--- config.mk ---
export PLATFORM = sky130hd
export DESIGN_NAME = game_input_conditioner
export DESIGN_NICKNAME = d
export VERILOG_FILES = /design/src/rtl/game_input_conditioner.sv
export SDC_FILE = /design/constraint.sdc
export NUM_CORES = 1
export LEC_CHECK = 0
export CAP_MARGIN = 20
export CORE_MARGIN = 4
export CORE_UTILIZATION = 45
export CTS_BUF_LIST = sky130_fd_sc_hd__clkbuf_8 sky130_fd_sc_hd__clkbuf_16
export CTS_CLUSTER_DIAMETER = 50
export DETAILED_ROUTE_END_ITERATION = 7
export PLACE_DENSITY = 0.72
export SLEW_MARGIN = 20
export SYNTH_ARGS = -nofsm -noshare
export SYNTH_HDL_FRONTEND = slang
export SYNTH_SLANG_ARGS = --single-unit
--- constraint.sdc ---
create_clock -name CLOCK_50 -period 3.3 [get_ports CLOCK_50]
set_clock_uncertainty 0.15 [all_clocks]
set_input_delay 0.495 -clock CLOCK_50 [delete_from_list [all_inputs] [get_ports CLOCK_50]]
set_output_delay 0.495 -clock CLOCK_50 [all_outputs]
set_load 0.05 [all_outputs]
--- src/rtl/game_input_conditioner.sv ---
// Synchronises, debounces and edge-detects the board's KEY/SW inputs for the game FSM.
// Optional macro SW_ONEHOT_EN: register SW as one-hot-only and flag multiple raised switches.
module game_input_conditioner #(
  parameter int DEBOUNCE_CYCLES = 1000000,
  parameter int CNT_W           = 20
) (
  input  logic       CLOCK_50,
  input  logic       reset,
  input  logic [3:0] KEY,
  input  logic [9:0] SW_raw,
  output logic       select1,
  output logic       select2,
  output logic       userquit,
  output logic       start_pulse,
  output logic [3:0] key_held,
  output logic [9:0] SW,
  output logic       sw_multi
);

  localparam int NCH = 14;
  localparam logic [CNT_W-1:0] CNT_LAST = CNT_W'(DEBOUNCE_CYCLES - 1);

  logic [3:0]     keySync1_q, keySync2_q;
  logic [9:0]     swSync1_q, swSync2_q;
  logic [NCH-1:0] syncVal;
  logic [NCH-1:0] stable_q, stable_d;
  logic [CNT_W-1:0] cnt_q [NCH];
  logic [CNT_W-1:0] cnt_d [NCH];
  logic [3:0]     rise_q, rise_d;

  // Keys reset to "released" so a button held through reset is seen as a fresh press.
  always_ff @(posedge CLOCK_50) begin
    if (reset) begin
      keySync1_q <= 4'hF;
      keySync2_q <= 4'hF;
      swSync1_q  <= '0;
      swSync2_q  <= '0;
    end else begin
      keySync1_q <= KEY;
      keySync2_q <= keySync1_q;
      swSync1_q  <= SW_raw;
      swSync2_q  <= swSync1_q;
    end
  end

  assign syncVal = {swSync2_q, ~keySync2_q};

  always_comb begin
    stable_d = stable_q;
    for (int i = 0; i < NCH; i++) begin
      cnt_d[i] = '0;
      if (syncVal[i] != stable_q[i]) begin
        if (cnt_q[i] == CNT_LAST) begin
          stable_d[i] = syncVal[i];
        end else begin
          cnt_d[i] = cnt_q[i] + CNT_W'(1);
        end
      end
    end
    rise_d = stable_d[3:0] & ~stable_q[3:0];
  end

  always_ff @(posedge CLOCK_50) begin
    if (reset) begin
      stable_q <= '0;
      rise_q   <= '0;
      for (int i = 0; i < NCH; i++) begin
        cnt_q[i] <= '0;
      end
    end else begin
      stable_q <= stable_d;
      rise_q   <= rise_d;
      for (int i = 0; i < NCH; i++) begin
        cnt_q[i] <= cnt_d[i];
      end
    end
  end

  // Quit wins over the two select buttons in the same cycle; start is independent.
  assign key_held    = stable_q[3:0];
  assign userquit    = rise_q[2];
  assign select1     = rise_q[0] & ~rise_q[2];
  assign select2     = rise_q[1] & ~rise_q[2];
  assign start_pulse = rise_q[3];

`ifdef SW_ONEHOT_EN
  logic [9:0] swStable;
  logic       swAny, swOne;
  logic [9:0] sw_q;
  logic       multi_q;

  assign swStable = stable_q[13:4];
  assign swAny    = |swStable;
  assign swOne    = swAny && ((swStable & (swStable - 10'd1)) == 10'd0);

  always_ff @(posedge CLOCK_50) begin
    if (reset) begin
      sw_q    <= '0;
      multi_q <= 1'b0;
    end else begin
      sw_q    <= swOne ? swStable : 10'd0;
      multi_q <= swAny && !swOne;
    end
  end

  assign SW       = sw_q;
  assign sw_multi = multi_q;
`else
  assign SW       = stable_q[13:4];
  assign sw_multi = 1'b0;
`endif

endmodule

==> impl_metrics.yaml <==
clock_network:
  number_of_buffers_created_by_cts: 38
  clockRootBuffer: "clkbuf_16"
  htreeDepth: 2
  cts_tree: "yes"
  cts_hold_repair.buffers: 0
  cts.reportedPaths.clkPinSlew_ns: 0.06
  post_cts.resized_instances: 0
  cts_setup_buffers: 0
  clock_insertion_delay_worst_skew_ns: 0.52
  tritoncts_num_sinks: 326
  maximum_number_of_buffers_from_clock_root_to_sink: 3
sta:
  post-route-worst-setup-slack_ns: 0.739
  worst_hold_slack_ns: 0.264
  tightest_slew_ns: 0.659
  min_period_ns: 2.56
  final-max-slew-violation-count: 0
  clock.fmax_mhz: 391
  slew_headroom_pct: 55.8
  layout_worst_path_cycle_share_pct: 77.6
  number_of_endpoints_failing_setup_at_the_final_stage: 0
  hold_viol: 0
  rsz0062_at_grt: "false"
  final.setup.tns_ns: 0
placement:
  preCtsSetupSlack_ns: 1.01
  weighted_congestion_reported_at_the_end_of_routability_driven_placement: 0.850
  detailed_place_hpwl_um: 18200
  buffer_ports.inserted: 33
detailed_routing:
  drtPass1Iterations: 4
  drt.antenna.violating_nets: 0
  drt_first_iter_violations: 472
  drt_wl_total_um: 27000
  route.vias.total: 11400
  wl_per_cell_um: 12.8
  remaining_drc_errors: 0
  viasPerCell: 5.43
logic_synthesis:
  synthesis.nets: 1669
  yosysTopAreaCellShare_pct: 45.7
  netlist_top_cells_count: "dfxtp_1 (326), nor2_1 (214), xnor2_1 (113), nand3_1 (99), a21oi_1 (97)"
  synth_seq_area_share_pct: 45.7
  yosys.area.top_type: "dfxtp_1"
  yosys-top-cells-area: "dfxtp_1 (46%), xnor2_1 (6.9%), nor2_1 (5.6%), xor2_1 (4.1%), nand3_1 (3.5%)"
  synthesis.area_mm2: 0.0143
  synth-main-ff-cell: "dfxtp_1"
  synthArstFlopShare_pct: 0
  yosysUniqueCellTypes: 47
  synth_enable_flop_cells: 0
  synth_area_per_inst_um2: 8.71
  yosysMostFrequentCell: "dfxtp_1"
  postSynthRegisterBits: 326
  yosys_warnings: 0
  synth_instances: 1639
worst_setup_path:
  critical_path.slowest_cell: "clkdlybuf4s50_1"
  critPathMaxStageDelay_ns: 0.86
  nature_of_the_critical_path_endpoint: "output pin"
  critical_path_cell_by_cell: "nor2b_1, clkdlybuf4s50_1"
  critical_path_required_ns: 2.65
  critical_path_peak_fanout: 3
  worst-setup-path-type: "reg2out"
  worst-endpoint-arrival_ns: 1.92
  setup.worst_path.start_class: "register"
final_layout:
  area.growth.synth_to_final_pct: 14.2
  fillers: 2849
  final_net_count: 1708
  fraction_of_final_layout_cells_sized_beyond_drive_strength_1_pct: 6.45
  finish.utilization_pct: 52.7
  antenna_cells_inserted: 0
power_and_ir_drop:
  power_frac_clock_pct: 50.8
  comb_power_share_pct: 1.2
  netSwitchingFraction_pct: 20.3
  power.density_mw_per_mm2: 507
  cell_internal_pwr_mw: 6.59
  switching_power_mw: 1.68
  report.power.total_mw: 8.26
  irDropWorstVdd_v: 0.000419
  p_leak_nw: 4.74
  sequential_group_share_of_total_power_pct: 48.1
floorplan:
  floorplan.initialDensity_pct: 46.2
  design.die.area_mm2: 0.0346
  placeableCoreArea_mm2: 0.0309
  chipHeight_um: 186
  floorplan.die.width_um: 186
  design.portCount: 35
  placementRows: 64
job:
  max-cap-violations: 0
worst_hold_path:
  timing.hold.worst.class: "reg2reg"
global_route:
  vias_in_the_first_global_route: 10600
  number_of_antenna_violations_at_the_first_check_in_global_routing: 0
  grt_pass1_wl_um: 47500
  gr-total-overflow: 0
  grt_max_degree: 32
  grt_usage_pct: 15.7
outcome:
  status: "finished clean"
## worst max-delay path: cells and delay by family (launching register included)
family | cells | cell delay (ns)
AND/OR/NAND/NOR | 1 | 0.16
buffers and inverters | 1 | 0.86
flip-flops | 1 | 0.39
## per-stage QoR
stage               std cells  cell area [um^2]
floorplan                1639             14300
global placement         2034             15000
detailed placement       2034             15000
CTS                      2102             16300
global route             2102             16300
finish                   2102             16300
## cell families after synthesis
| group | count (synthesis) | share of synthesized area, % |
|---|---|---|
| simple gates | 799 | 30.4 |
| flops | 326 | 45.7 |
| compound gates | 213 | 8.61 |
| xor+xnor | 180 | 11.0 |
| buf+inv | 106 | 2.98 |
| fa+ha+maj | 14 | 1.23 |
| other cells | 1 | 0.0263 |
## power by group through the flow
| stage | logic (mW) | clock network (mW) | registers [mW] |
|---|---|---|---|
| 6_report | 0.0973 | 4.19 | 3.97 |
| 5_1_grt | 0.109 | 4.49 | 3.97 |
| 4_1_cts | 0.100 | 4.33 | 3.97 |
| 3_5_place_dp | 0.0995 | 0 | 4.06 |
| 3_3_place_gp | 0.0979 | 0 | 4.06 |
| 2_1_floorplan | 0.0620 | 0 | 4.05 |
## worst paths after layout
kind	endpoint	slack (ns)	depth (start not counted)	from
worst max-delay path	select2	0.74	2	rise_q[2]$_SDFF_PP0_
worst min-delay path	keySync2_q[3]$_SDFF_PP1_	0.26	1	keySync1_q[3]$_SDFF_PP1_
worst max register to register	cnt_q[1][50]$_SDFF_PP0_	1.01	4	cnt_q[1][52]$_SDFF_PP0_
worst min register to register	keySync2_q[3]$_SDFF_PP1_	0.26	1	keySync1_q[3]$_SDFF_PP1_
## layout make-up
cell class	count	area [um^2]	share of cell area, %
clock inverters	19	163	0.998
well taps	396	495	3.04
inverters	59	221	1.36
flip-flops and latches	326	6530	40.0
repair buffers	46	435	2.67
multi-input cells	1207	7330	44.9
clock buffers	49	1140	6.97
## flip-flops by register name (all words and copies together) (netlist names)
register	flops
swSync2_q	10
rise_q	4
keySync2_q	4
cnt_q	280
stable_q	14
swSync1_q	10
keySync1_q	4
## per-layer routing
metal,global-route usage (%),vias to the layer above,share of wire [%]
li1,-,5910,-
met1,20.6,5337,49
met2,26.6,131,46
met3,2.91,33,3.6
met4,4.17,0,1.7
met5,0,-,0
## cells in the final DEF, fill, tap and decap left out, drive strengths merged, types with 2 or more instances in the layout
master           n
or4bb            2
clkdlybuf4s50   32
or4             58
o21ai           68
nand2b           5
nand2           87
inv             66
clkinv           5
o21bai           2
or2             20
nand4bb          3
clkinvlp         5
nor4b           18
a21oi           97
ha              14
bufinv           2
o21ba            3
xor2            67
nand3           99
nor4            41
nor3b            7
or3b             5
and4            16
nand4b           5
nor3            37
o31ai           39
nand4           57
nor2b           23
or3             65
dfxtp          326
nor2           214
clkbuf          49
buf             14
and3            24
and2             6
or4b             5
xnor2          113
o21a             3
No activity file was read; power rests on OpenSTA's default activity.
